File: config.mk
export PLATFORM = sky130hd
export DESIGN_NAME = ifu_fetch
export DESIGN_NICKNAME = d
export VERILOG_FILES = /design/src/rtl/ifu_fetch.sv
export SDC_FILE = /design/constraint.sdc
export NUM_CORES = 1
export LEC_CHECK = 0
export BUFFER_PORTS_ARGS = -buffer_cell sky130_fd_sc_hd__buf_2
export CAP_MARGIN = 20
export CORE_ASPECT_RATIO = 1.2
export CORE_UTILIZATION = 48
export DETAILED_ROUTE_END_ITERATION = 7
export GPL_TIMING_DRIVEN = 0
export PLACE_DENSITY = 0.8
export SLEW_MARGIN = 15
export SYNTH_ARGS = -nofsm -noshare
export SYNTH_HDL_FRONTEND = slang
export SYNTH_SLANG_ARGS = --single-unit
File: constraint.sdc
create_clock -name clk -period 3.65 [get_ports clk]
set_input_delay 0.73 -clock clk [delete_from_list [all_inputs] [get_ports clk]]
set_output_delay 0.73 -clock clk [all_outputs]
set_load 0.05 [all_outputs]
File: src/rtl/ifu_fetch.sv
// ---------------------------------------------------------------------------
// ifu_fetch
//    Instruction fetch stage. Holds the PC, issues at most one outstanding
//    request to instruction memory and writes the IF/ID pipeline register,
//    which the decode stage consumes every cycle. Each fetched word is
//    pre-decoded into opcode / register / function fields. A redirect
//    (BPUClearCtr) discards in-flight work and restarts fetch at BPUTarget.
//    Cycles without a fetched instruction present an all-zero bubble with
//    if_diffen = 0.
//
// Ports
//    clk, rst            : clock, asynchronous active-high reset
//    BPUClearCtr         : redirect / flush request
//    BPUTarget[31:0]     : redirect PC (low two bits forced to zero)
//    imem_req            : fetch request valid (combinational)
//    imem_addr[31:0]     : fetch address, always the current PC
//    imem_ready          : memory accepts the request this cycle
//    imem_rvalid         : one-cycle response valid
//    imem_rdata[31:0]    : fetched instruction word
//    IDReg_PC/Instr      : PC and word held in the IF/ID register
//    IDReg_op/Regrd/Func3/rs1/rs2/Func7 : predecoded instruction fields
//    if_diffen           : IF/ID register holds a real instruction
// ---------------------------------------------------------------------------
module ifu_fetch #(
   parameter logic [31:0] RESET_PC = 32'h8000_0000
) (
   input  logic        clk,
   input  logic        rst,
   input  logic        BPUClearCtr,
   input  logic [31:0] BPUTarget,
   output logic        imem_req,
   output logic [31:0] imem_addr,
   input  logic        imem_ready,
   input  logic        imem_rvalid,
   input  logic [31:0] imem_rdata,
   output logic [31:0] IDReg_PC,
   output logic [31:0] IDReg_Instr,
   output logic [6:0]  IDReg_op,
   output logic [4:0]  IDReg_Regrd,
   output logic [2:0]  IDReg_Func3,
   output logic [4:0]  IDReg_rs1,
   output logic [4:0]  IDReg_rs2,
   output logic [6:0]  IDReg_Func7,
   output logic        if_diffen
);

   typedef enum logic [1:0] {
      S_REQ  = 2'd0,   // request presented to memory
      S_WAIT = 2'd1,   // request accepted, waiting for its response
      S_DROP = 2'd2    // redirected while waiting; stale response still due
   } state_t;

   state_t      state_q;
   logic [31:0] pc_q;
   logic [31:0] target_s;
   logic        load_s;

   // Redirect targets are word aligned.
   assign target_s  = {BPUTarget[31:2], 2'b00};

   // A response is kept only if it answers a live request and no flush
   // arrives on the same edge.
   assign load_s    = (state_q == S_WAIT) && imem_rvalid && !BPUClearCtr;

   // The request is suppressed during a redirect so it can never handshake
   // with the stale PC.
   assign imem_req  = (state_q == S_REQ) && !BPUClearCtr;
   assign imem_addr = pc_q;

   // Fetch FSM, PC and IF/ID register.
   always_ff @(posedge clk or posedge rst) begin
      if (rst) begin
         state_q     <= S_REQ;
         pc_q        <= RESET_PC;
         IDReg_PC    <= 32'h0000_0000;
         IDReg_Instr <= 32'h0000_0000;
         IDReg_op    <= 7'd0;
         IDReg_Regrd <= 5'd0;
         IDReg_Func3 <= 3'd0;
         IDReg_rs1   <= 5'd0;
         IDReg_rs2   <= 5'd0;
         IDReg_Func7 <= 7'd0;
         if_diffen   <= 1'b0;
      end else begin
         // IF/ID register: load on a kept response, bubble otherwise.
         if (load_s) begin
            IDReg_PC    <= pc_q;
            IDReg_Instr <= imem_rdata;
            IDReg_op    <= imem_rdata[6:0];
            IDReg_Regrd <= imem_rdata[11:7];
            IDReg_Func3 <= imem_rdata[14:12];
            IDReg_rs1   <= imem_rdata[19:15];
            IDReg_rs2   <= imem_rdata[24:20];
            IDReg_Func7 <= imem_rdata[31:25];
            if_diffen   <= 1'b1;
         end else begin
            IDReg_PC    <= 32'h0000_0000;
            IDReg_Instr <= 32'h0000_0000;
            IDReg_op    <= 7'd0;
            IDReg_Regrd <= 5'd0;
            IDReg_Func3 <= 3'd0;
            IDReg_rs1   <= 5'd0;
            IDReg_rs2   <= 5'd0;
            IDReg_Func7 <= 7'd0;
            if_diffen   <= 1'b0;
         end

         case (state_q)
            S_REQ: begin
               // Any rvalid here is a memory protocol error and is ignored.
               if (BPUClearCtr) begin
                  pc_q <= target_s;
               end else if (imem_ready) begin
                  state_q <= S_WAIT;
               end else begin
                  state_q <= S_REQ;
               end
            end
            S_WAIT: begin
               if (imem_rvalid && !BPUClearCtr) begin
                  pc_q    <= pc_q + 32'd4;   // wraps modulo 2^32
                  state_q <= S_REQ;
               end else if (imem_rvalid) begin
                  pc_q    <= target_s;
                  state_q <= S_REQ;
               end else if (BPUClearCtr) begin
                  pc_q    <= target_s;
                  state_q <= S_DROP;
               end else begin
                  state_q <= S_WAIT;
               end
            end
            S_DROP: begin
               // Further redirects only retarget; the stale response must
               // still be swallowed before a new request may go out.
               if (BPUClearCtr) begin
                  pc_q <= target_s;
               end else begin
                  pc_q <= pc_q;
               end
               if (imem_rvalid) begin
                  state_q <= S_REQ;
               end else begin
                  state_q <= S_DROP;
               end
            end
            default: begin
               state_q <= S_REQ;
            end
         endcase
      end
   end

endmodule

## Word level (Yosys, flattened, before mapping)

Cells that the tools add are included.

- Flip-flop bits (word level): 131
- Latch bits: 0
- RAM bits: 0
- Memory bits (read-only): 0
- Input bits: 69
- Output and inout port bits: 130
- Word-level logic and storage cells: 43
- Memories kept: 0

- $add $sub $neg: 1
- $mul: 0
- Divide/modulo/power cells: 0
- $lt $le $gt $ge: 0
- Equality and inequality tests: 3
- Shifts and indexed selects: 0
- Muxes and demuxes: 20
- Bitwise operators: 0
- Reduce and logical (&&, ||, !) cells: 8

Operators by type and width:

| kind | number |
|---|---|
| 2-to-1 mux 32 bit | 5 |
| case mux 32 bit (2 select lines) | 1 |
| adder 32 x 3 -> 32 bit, second input constant | 1 |
| 2-to-1 mux 5 bit | 3 |
| 2-to-1 mux 7 bit | 2 |
| 2-to-1 mux 2 bit | 5 |
| case mux 2 bit (3 select lines) | 1 |
| logical AND 1 bit | 4 |
| 2-to-1 mux 3 bit | 1 |
| equality test 2 x 1 -> 1 bit, second input constant | 1 |
| equality test 2 bit, second input constant | 1 |
| logical NOT 2 bit | 1 |
| 2-to-1 mux 1 bit | 2 |
| inequality test 2 bit, second input constant | 1 |
| nonzero test 2 bit | 1 |
| OR reduction 2 bit | 1 |
| logical NOT 1 bit | 1 |

## Longest topological paths before layout

Gate-level depths: netlist of the first run.

- Depth in word-level cells: 4
- Mapped depth: 7

## Worst setup path after synthesis of the first run

No wires, ideal clock.

- Kind: input -> output
- Start: input BPUClearCtr
- End: output imem_req
- Arrival: 1917 ps
- Setup slack: 1003 ps
- Stages: 3
- Path buffers: 1
- Cell sequence: clkbuf_1 or2_2 nor2_1

- Cells in the longest elaborated chain, start to end: 2

RTL lines:

| element | RTL line | text |
|---|---|---|
| start: declaration | 29 | `input logic BPUClearCtr,` |
| logical NOT 1 bit | 67 | `assign imem_req = (state_q == S_REQ) && !BPUClearCtr;` |
| logical AND 1 bit | 67 |  |
| end: declaration | 31 | `output logic imem_req,` |

Every way passes these cells.

## Final worst setup path of the first run

- Start: register state_q[0]
- End: output imem_req

- Cells in the longest elaborated chain, start to end: 2

RTL lines:

| element | RTL line | text |
|---|---|---|
| start: declaration | 53 | `state_t state_q;` |
| start signal: assignment | 73 | `state_q <= S_REQ;` |
| start signal: assignment | 114 | `state_q <= S_WAIT;` |
| start signal: assignment | 116 | `state_q <= S_REQ;` |
| logical NOT 2 bit | 67 |  |
| logical AND 1 bit | 67 |  |

Every way passes these cells.

==> results of run 1 <==
worst max-delay path, stage by stage, from the launching register on:
cell      delay (ns)
dfrtp_1         0.38
buf_2           0.24
buf_1           0.46
clkbuf_1        0.44
nor2_1          0.11
buf_2           0.23
area by class of cell:
cell class              count  area [um^2]  share of cell area [%]
clock inverters             7         51.3                   0.828
inverters                   9         38.8                   0.626
well taps                 123          154                    2.48
repair buffers            196         1000                    16.2
flip-flops and latches     99         2480                    40.0
clock buffers               9          225                    3.64
plain buffers              59          349                    5.64
multi-input cells         304         1890                    30.6
path summary, 6_finish.rpt:
kind	start	end	slack, ns	depth (start not counted)
worst max-delay path	state_q[0]	imem_req	0.71	5
worst min register to register	imem_addr[1]	imem_addr[1]	0.52	1
min in group clk	imem_addr[1]	imem_addr[1]	0.52	1
worst min-delay path	rst	imem_addr[3]	0.33	2
worst max register to register	imem_addr[2]	imem_addr[16]	1.30	7
max in group asynchronous	rst	imem_addr[31]	2.66	3
flip-flops by register name, summed over array words and instances, names as in the netlist:
| register | flops |
|---|---|
| IDReg_op | 6 |
| IDReg_Func7 | 7 |
| IDReg_PC | 32 |
| IDReg_Regrd | 4 |
| state_q | 2 |
| IDReg_Func3 | 2 |
| imem_addr | 32 |
| IDReg_rs1 | 4 |
| IDReg_rs2 | 4 |
| IDReg_Instr | 5 |
| if_diffen | 1 |
power groups by stage:
stage	clock network [mW]	logic, mW	registers, mW
2_1_floorplan	0	0.262	1.44
3_3_place_gp	0	0.630	1.25
3_5_place_dp	0	0.642	1.26
4_1_cts	0.901	0.644	1.24
5_1_grt	0.951	0.686	1.25
6_report	0.889	0.646	1.24
cell usage in the layout, fill, tap and decap left out, types with 4 or more instances in the layout:
cell       netlist  routed
o22ai_1          7       7
buf_1            4       4
a21oi_1         15      15
clkbuf_1        19      19
inv_1            8       7
nand4_1         10      10
xnor2_1          6       6
buf_2            3     198
and2_1          64      64
a221oi_1         9       9
buf_4           33      33
nor3_1           4       4
and3_1           7       7
clkbuf_16        0       9
nor2_1          49      49
o21ai_0         14      14
mux2i_1         17      17
nand3_1         15      15
o311ai_0         4       4
nand2_1         27      27
dfrtp_1         98      98
a31oi_1          5       5
cells by family (layout without fill, tap and decap cells):
group	after synthesis	after routing	synth area share, %
XOR/XNOR	8	8	1.47
adder cells (fa/ha/maj)	1	1	0.263
buffers and inverters	68	280	8.05
flip-flops	99	99	52.1
multiplexers	17	17	3.58
AND/OR/NAND/NOR	195	195	22.6
AO/OA/AOI/OAI	83	83	11.9
metrics by stage:
stage	std cells	setup TNS, ns	setup WS [ns]
CTS	806	0	0.764
floorplan	471	0	0.331
global route	806	0	0.634
detailed placement	790	0	0.959
global placement	789	-73.77	-0.760
finish	806	0	0.715
routing by layer:
layer  wire length (um)  vias up  track usage, %
li1                   -     2031               -
met1               5330     2079            33.0
met2               7160      213            47.2
met4                280        0            10.3
met3               1020       24            4.94
met5                  0        -               0
==> summary.log, run 1 <==
INFO  synth          synth_most_common_cell=dfrtp_1
INFO  layout         filler_cell_count=816
INFO  power          power.leakage=3.30nW
INFO  synth          synth_fp_nets=541
INFO  clocking       cts_hold_buf=0
INFO  clocking       htree_num_levels=3
INFO  synth          ys.warnings.count=0
INFO  floorplan      std_cell_rows=39
INFO  global_route   grt_pass1_wl=21.3mm
INFO  detailed_routing routed_wl=13.8mm
INFO  synth          netlist_instances=471
INFO  floorplan      ios=199
INFO  place          hpwl=10.4mm
INFO  global_route   grt_util_all_layers=27.1%
INFO  power          max-vdd-ir-drop=222uV
INFO  synth          synth_top_cells_by_count=dfrtp_1, and2_1, nor2_1
INFO  sta            finalSetupViolCount=0
INFO  global_route   pin_count_of_the_biggest_net_entering_global_routing=77
INFO  worst_setup_path critPathKind=register to primary output
INFO  layout         nets=748
INFO  detailed_routing antenna_left=0
INFO  sta            fmaxAchievable=0.341GHz
INFO  sta            period_share=80.4%
INFO  detailed_routing detail_route.iter0.violations=237
INFO  worst_setup_path cp-end-kind=primary output
INFO  sta            setup_repair_after_global_routing_missed_its_margin=no
INFO  job            maxCapViolations=0
INFO  sta            maxSlewViolCount=0
INFO  detailed_routing wl_per_cell=17.1um
INFO  synth          syn_area=4750um^2
INFO  sta            fin_worst_skew=0.0131ns
INFO  sta            worst_slew_pin_slew=0.789ns
INFO  power          seqPwrFrac=44.7%
INFO  layout         diodes=0
INFO  global_route   via_count_of_the_first_global_routing_pass=4140
INFO  synth          syn_area_per_cell=10.1um^2
INFO  worst_setup_path crit_fanout=10
INFO  sta            final.hold.worst_slack=0.332ns
INFO  power          p_switching=0.971mW
INFO  sta            finalHoldViolations=0
INFO  synth          yosys.area.top_type=dfrtp_1
INFO  detailed_routing vias_per_cell=5.39
INFO  floorplan      die_y=111um
INFO  hold_path      holdCritPathClass=input pin to async pin
INFO  clocking       cts_inserted_buffers=9
INFO  sta            timing.max_slew.rel_slack=47.2%
INFO  synth          seq_area_frac_synth=52.1%
INFO  layout         areaGrowthSynthToFinish=30.3%
INFO  global_route   grt_overflow_total=0
INFO  synth          synthFlopType=dfrtp_1
INFO  place          port_buffers=195
INFO  clocking       cts-root-buf=clkbuf_16
INFO  global_route   initial_antenna_violation_count=0
INFO  place          routabilityCongestion=0.966
INFO  worst_setup_path cp_data_arrival_time=2.21ns
INFO  detailed_routing drt-pass1-iter-count=5
INFO  synth          ys_ff_latch=99
INFO  clocking       tritoncts_num_sinks=99
INFO  floorplan      die-width=92.9um
INFO  synth          asyncSetResetFlopFracSynth=100%
INFO  clocking       tritoncts=built
INFO  place          placed_cell_area=5920um^2
INFO  clocking       post_cts.resized_instances=0
INFO  clocking       clock_slew_seen_by_the_registers_of_the_worst_setup_and_hold_paths=0.07ns
INFO  power          internal_power=1.80mW
INFO  synth          yosys.cell_types.count=58
INFO  worst_setup_path startpoint_type=register
INFO  power          power.density_cell_area=448nW/um^2
INFO  clocking       post-cts-setup-buffer-count=0
INFO  layout         utilization=64.8%
INFO  floorplan      starting_density=49.7%
INFO  synth          synth.area.top_cells=dfrtp_1, and2_1, buf_4, nor2_1, mux2i_1
INFO  floorplan      core_region_area=9560um^2
INFO  floorplan      die_area=10300um^2
INFO  detailed_routing post-route-drc-count=0
INFO  detailed_routing routed-via-count=4347
INFO  clocking       insertion_delay_to_the_later_sink_of_the_worst_skew_pair=0.35ns
INFO  power          power_consumption=2.77mW
INFO  power          p_clk_share=32.1%
INFO  worst_setup_path required=2.92ns
INFO  layout         post_route_cells_drive_above_1_share=38.2%
INFO  power          p_sw_share=35.0%
INFO  synth          synth_enable_flop_cells=0
INFO  sta            min_period=2.94ns
INFO  clocking       cts_buffer_depth=2
INFO  power          share_comb_of_total_power=23.3%
INFO  status         outcome=finished, final reports clean
INFO  synth          netlist.area_leader.share=51.6%
INFO  layout         fin_area=6190um^2
(Power assumes the default switching activity.)
==> run 2: changes to the inputs <==
- ABC_AREA: default -> 1
- CORE_UTILIZATION: 48 -> 45
- PLACE_DENSITY: 0.8 -> 0.77
- clock period: 3.65 -> 2.5 ns (I/O delays scaled with it)
==> summary.log, run 2 <==
INFO  worst_setup_path cp_data_arrival_time=1.58ns
INFO  clocking       post_cts.resized_instances=0
INFO  synth          synth_xor_area_share=0.161%
INFO  floorplan      die_area=12500um^2
INFO  clocking       cts-root-buf=clkbuf_16
INFO  sta            setup_repair_after_global_routing_missed_its_margin=no
INFO  status         outcome=finished, final reports clean
INFO  synth          seq_area_frac_synth=45.7%
INFO  floorplan      starting_density=46.5%
INFO  worst_setup_path startpoint_type=input pin
INFO  worst_setup_path cpMaxStageDelayCell=buf_2
INFO  clocking       insertion_delay_to_the_later_sink_of_the_worst_skew_pair=0.35ns
INFO  synth          synth_simple_gate_area_share=31.6%
INFO  detailed_routing vias_per_cell=5.01
INFO  synth          synth_top_cells_by_count=nand2_1, dfrtp_1, nor2_1
INFO  clocking       cts_hold_buf=0
INFO  place          placed_cell_area=6650um^2
INFO  worst_setup_path timing.reg2reg.worst_path_depth=10
INFO  detailed_routing routedLengthMet1=6.10mm
INFO  clocking       cts_inserted_buffers=9
INFO  synth          dominant_combinational_cell_family_by_area_after_synthesis=simple AND/OR/NAND/NOR gates
INFO  sta            tns=0ns
INFO  detailed_routing drt-pass1-iter-count=5
INFO  worst_setup_path critical_path_cell_by_cell=buf_4 > buf_2 > buf_2 > nor3_2 > buf_2
INFO  synth          synth_enable_flop_cells=0
INFO  synth          synth_fp_nets=803
INFO  worst_setup_path endpoint=imem_req
INFO  detailed_routing post-route-drc-count=0
INFO  floorplan      core_region_area=11700um^2
INFO  worst_setup_path cp-end-kind=primary output
INFO  synth          synthFlopType=dfrtp_1
INFO  layout         fin_area=7000um^2
INFO  synth          synth_compound_area_share=8.76%
INFO  detailed_routing antenna_left=0
INFO  synth          netlist.area_leader.share=45.2%
INFO  synth          asyncSetResetFlopFracSynth=100%
INFO  synth          post_synth_mux_area_share=0%
INFO  detailed_routing routed-via-count=5529
INFO  synth          yosys.cell_types.count=30
INFO  worst_setup_path critPathKind=input pin to primary output
INFO  layout         diodes=0
INFO  sta            fin_worst_skew=0.00980ns
INFO  worst_setup_path crit_fanout=10
INFO  sta            period_share=83.4%
INFO  synth          syn_area_per_cell=7.40um^2
INFO  sta            worst_slew_pin_slew=0.724ns
INFO  worst_setup_path required=2.00ns
INFO  worst_setup_path timing.rr.end=imem_addr[24]
INFO  sta            final.hold.worst_slack=0.270ns
INFO  sta            maxSlewViolCount=0
INFO  hold_path      holdCritPathClass=input pin to async pin
INFO  clocking       htree_num_levels=3
INFO  job            maxCapViolations=0
INFO  power          max-vdd-ir-drop=343uV
INFO  layout         nets=1011
INFO  detailed_routing routed_wl=15.6mm
INFO  layout         areaGrowthSynthToFinish=29.0%
INFO  detailed_routing wl_per_cell=14.1um
INFO  floorplan      die_y=122um
INFO  worst_setup_path cp_common_cell=buf_2
INFO  global_route   initial_antenna_violation_count=0
INFO  floorplan      ios=199
INFO  worst_setup_path worstSetupStartpoint=BPUClearCtr
INFO  sta            finalSetupViolCount=0
INFO  clocking       clock_slew_seen_by_the_registers_of_the_worst_setup_and_hold_paths=0.06ns
INFO  clocking       tritoncts=built
INFO  layout         commonest_cells_after_routing_fill_and_taps_aside=nand2_1, buf_2, dfrtp_1, nor2_1, inv_1
INFO  global_route   grt_pass1_wl=24.5mm
INFO  layout         utilization=60.0%
INFO  layout         post_route_cells_drive_above_1_share=30.5%
INFO  sta            pnr_worst_setup_slack=0.416ns
INFO  place          hpwl=11.6mm
INFO  synth          yosys.area.top_type=dfrtp_1
INFO  detailed_routing detail_route.iter0.violations=392
INFO  global_route   pin_count_of_the_biggest_net_entering_global_routing=37
INFO  sta            min_period=2.08ns
INFO  synth          ys.warnings.count=0
INFO  clocking       tritoncts_num_sinks=99
INFO  place          routabilityCongestion=0.908
INFO  synth          synth_most_common_cell=nand2_1
INFO  synth          ys_ff_latch=99
INFO  clocking       cts_buffer_depth=2
INFO  synth          synth.area.top_cells=dfrtp_1, nand2_1, nor2_1, inv_1, buf_4
INFO  detailed_routing route.met2.wl=7.88mm
INFO  synth          synth-adder-area-share=0.231%
INFO  sta            finalHoldViolations=0
INFO  layout         filler_cell_count=1092
INFO  sta            fmaxAchievable=0.480GHz
INFO  global_route   via_count_of_the_first_global_routing_pass=5022
INFO  clocking       post-cts-setup-buffer-count=0
INFO  worst_setup_path critical-path-max-stage-delay=0.30ns
INFO  layout         mostFrequentLayoutCell=nand2_1
INFO  detailed_routing top_layer_used=met4
INFO  worst_setup_path regToRegSetupSlack=0.79ns
INFO  power          power.density_cell_area=669nW/um^2
INFO  place          preCtsSetupSlack=0.411ns
INFO  synth          netlist_instances=733
INFO  worst_setup_path launch_instance_of_the_worst_register_to_register_path=imem_addr[3]
INFO  power          power.leakage=4.10nW
INFO  global_route   grt_overflow_total=0
INFO  floorplan      std_cell_rows=43
INFO  detailed_routing wire_length_on_met3=1.34mm
INFO  global_route   grt_util_all_layers=25.7%
INFO  place          port_buffers=195
INFO  sta            timing.max_slew.rel_slack=51.7%
INFO  synth          syn_area=5430um^2
INFO  floorplan      die-width=102um
-- run 2: changes by cell type after synthesis, moves of 8 or more --
cell and change:
nor2_1 +47, o21ai_0 +32, nand2_1 +211, a221oi_1 -9, a22oi_1 +14, inv_1 +68
nor2_4 +8, and2_1 -62, nand4_1 -10, mux2i_1 -17, buf_6 +9, nand3_1 +34
-- run 2: worst min-delay path by stage --
stage / start / end / slack (ns) / depth (start not counted)
after floorplan: imem_rdata[12] / IDReg_Func3[0] / 0.61 / 2
after CTS: rst / IDReg_Instr[11] / 0.29 / 2
after global placement: imem_addr[0] / IDReg_PC[0] / 0.50 / 2
after detailed placement: imem_addr[0] / IDReg_PC[0] / 0.51 / 2
final: rst / IDReg_rs2[0] / 0.27 / 2
after global routing: rst / IDReg_rs2[0] / 0.33 / 2
-- run 2: power breakdown --
part	leakage, nW	switching, mW	internal [mW]
logic	2.61	0.886	0.313
registers	1.33	0.157	1.71
clock network	0.169	0.613	1.01
-- run 2: final cells by class --
| type | count | area (um^2) | area share [%] |
|---|---|---|---|
| flip-flops and latches | 99 | 2480 | 35.4 |
| multi-input cells | 491 | 2220 | 31.7 |
| inverters | 83 | 315 | 4.50 |
| well taps | 157 | 196 | 2.81 |
| clock inverters | 6 | 111 | 1.59 |
| repair buffers | 197 | 1020 | 14.5 |
| clock buffers | 10 | 239 | 3.41 |
| plain buffers | 60 | 425 | 6.08 |
-- run 2: logic make-up after synthesis --
family | Yosys count
xor+xnor | 1
buf+inv | 143
simple gates | 407
flops | 99
fa+ha+maj | 1
compound gates | 82
-- run 2: metal layers --
| metal | track usage [%] | vias to the layer above |
|---|---|---|
| met5 | 0 | - |
| met1 | 31.0 | 2548 |
| met3 | 5.30 | 23 |
| met4 | 8.66 | 0 |
| li1 | - | 2670 |
| met2 | 45.3 | 288 |
-- run 2: through the flow --
stage          cells  power (mW)
6_report        1103        4.68
3_3_place_gp    1085        3.06
5_1_grt         1103        4.90
4_1_cts         1103        4.70
2_1_floorplan    733        2.73
3_5_place_dp    1087        3.08
-- run 2: critical path, delay by kind of cell --
kind | cells | cell delay [ns]
buffers and inverters | 4 | 0.88
AND/OR/NAND/NOR | 1 | 0.19
==> run 3: changes to the inputs <==
- CORE_UTILIZATION: 45 -> 50
- PLACE_DENSITY: 0.77 -> 0.81
- clock period: 2.5 -> 2.1 ns (I/O delays scaled with it)
==> summary.log, run 3 (synthesis gave the netlist of run 2 again) <==
INFO  status         outcome=finished, final reports clean
INFO  sta            setup_repair_after_global_routing_missed_its_margin=no
INFO  sta            finalSetupViolCount=0
INFO  worst_setup_path crit_fanout=10
INFO  detailed_routing post-route-drc-count=0
INFO  place          hpwl=11.6mm
INFO  power          max-vdd-ir-drop=434uV
INFO  job            maxCapViolations=0
INFO  global_route   via_count_of_the_first_global_routing_pass=5119
INFO  floorplan      ios=199
INFO  sta            period_share=90.8%
INFO  global_route   grt_overflow_total=0
INFO  clocking       cts-root-buf=clkbuf_16
INFO  layout         final-seq-area=2480um^2
INFO  clocking       clock_slew_seen_by_the_registers_of_the_worst_setup_and_hold_paths=0.07ns
INFO  clocking       tritoncts=built
INFO  clocking       post-cts-setup-buffer-count=0
INFO  worst_setup_path worstSetupStartpoint=BPUClearCtr
INFO  layout         areaGrowthSynthToFinish=27.8%
INFO  detailed_routing wl_per_cell=14.2um
INFO  clocking       tritoncts_num_sinks=99
INFO  power          power.density_cell_area=768nW/um^2
INFO  sta            worst_slew_pin_slew=0.649ns
INFO  place          routabilityCongestion=0.910
INFO  layout         diodes=0
INFO  sta            min_period=1.91ns
INFO  floorplan      std_cell_rows=41
INFO  detailed_routing drt-pass1-iter-count=6
INFO  global_route   grt_util_all_layers=27.7%
INFO  detailed_routing routed-via-count=5508
INFO  detailed_routing routed_wl=15.3mm
INFO  layout         final_cell_count_no_fill=1076
INFO  worst_setup_path launch_instance_of_the_worst_register_to_register_path=imem_addr[3]
INFO  layout         multiInputGateArea=2220um^2
INFO  sta            maxSlewViolCount=0
INFO  detailed_routing antenna_left=0
INFO  layout         commonest_cells_after_routing_fill_and_taps_aside=nand2_1, buf_2, dfrtp_1, nor2_1, inv_1
INFO  worst_setup_path cpMaxStageDelayCell=buf_2
INFO  clocking       htree_num_levels=3
INFO  clocking       insertion_delay_to_the_later_sink_of_the_worst_skew_pair=0.34ns
INFO  clocking       cts_hold_buf=0
INFO  clocking       post_cts.resized_instances=0
INFO  floorplan      die-width=97.1um
INFO  worst_setup_path critical-path-top-delay-family=buffers and inverters
INFO  clocking       cts_inserted_buffers=9
INFO  worst_setup_path cp_common_cell=buf_2
INFO  layout         post_route_cells_drive_above_1_share=30.6%
INFO  worst_setup_path cp_data_arrival_time=1.49ns
INFO  hold_path      holdCritPathClass=input pin to async pin
INFO  worst_setup_path critical-path-max-stage-delay=0.30ns
INFO  place          dp.cells=1060
INFO  layout         filler_cell_count=960
INFO  sta            timing.max_slew.rel_slack=56.7%
INFO  worst_setup_path critPathKind=input pin to primary output
INFO  layout         mostFrequentLayoutCell=nand2_1
INFO  global_route   initial_antenna_violation_count=0
INFO  worst_setup_path critical_path_buf_inv_count=4
INFO  sta            fin_worst_skew=0.00780ns
INFO  global_route   pin_count_of_the_biggest_net_entering_global_routing=38
INFO  detailed_routing vias_per_cell=5.12
INFO  floorplan      core_region_area=10500um^2
INFO  clocking       cts_buffer_depth=2
INFO  layout         nets=1012
INFO  sta            fmaxAchievable=0.524GHz
INFO  detailed_routing detail_route.iter0.violations=454
INFO  global_route   grt_pass1_wl=24.6mm
INFO  worst_setup_path cp-end-kind=primary output
INFO  floorplan      starting_density=51.6%
INFO  worst_setup_path required=1.68ns
INFO  sta            finalHoldViolations=0
INFO  worst_setup_path startpoint_type=input pin
INFO  place          port_buffers=195
INFO  power          power.leakage=4.09nW
INFO  floorplan      die_y=116um
INFO  worst_setup_path critical_path_cell_by_cell=buf_4 > buf_2 > buf_2 > nor3_2 > buf_2
INFO  floorplan      die_area=11300um^2
INFO  sta            tns=0ns
==> run 3: changes by cell type in the layout (fill, tap and decap cells not counted), sizes merged <==
cell    delta
clkinv     +3
bufinv     -2
buf        +1
inv        -1
==> run 3: final timing paths <==
kind                            endpoint  slack [ns]  cells after the start
max                             imem_req        0.19                      5
min                         IDReg_PC[10]        0.06                      2
max reg2reg                imem_addr[16]        0.34                     10
min reg2reg                 imem_addr[1]        0.51                      2
max in group asynchronous  imem_addr[31]        1.27                      4
min in group clk             IDReg_op[4]        0.27                      3
==> run 3: through the flow <==
stage	hold WS [ns]	area, um^2	utilization, %	total power [mW]	setup slack [ns]
after floorplan	0.526	5440	-	3.25	0.0904
after global placement	0.497	6570	62.5	3.63	-0.202
after detailed placement	0.432	6630	63.1	3.66	0.199
after CTS	0.0653	6940	66.0	5.35	0.200
after global routing	0.0731	6940	66.0	5.58	0.144
final	0.0615	6940	66.0	5.33	0.193
==> run 3: where the power goes <==
part / internal (mW) / switching (mW)
Combinational: 0.376 / 1.06
Clock: 0.956 / 0.723
Sequential: 2.03 / 0.187
==> run 3: cell type report <==
class                           instances  share of cell area [%]
Buffer                                 60                    6.13
Sequential cell                        99                    35.7
Inverter                               83                    4.54
Timing Repair Buffer                  198                    14.9
Multi-Input combinational cell        491                    32.0
Clock inverter                          6                   0.938
Clock buffer                           10                    3.44
Tap cell                              129                    2.33
==> run 3: per-layer routing <==
layer | global-route usage [%] | vias up | part of all wire (%)
met1 | 33.1 | 2528 | 39
met2 | 49.6 | 273 | 50
met4 | 11.3 | 0 | 2.6
li1 | - | 2672 | -
met5 | 0 | - | 0
met3 | 5.15 | 35 | 8.2
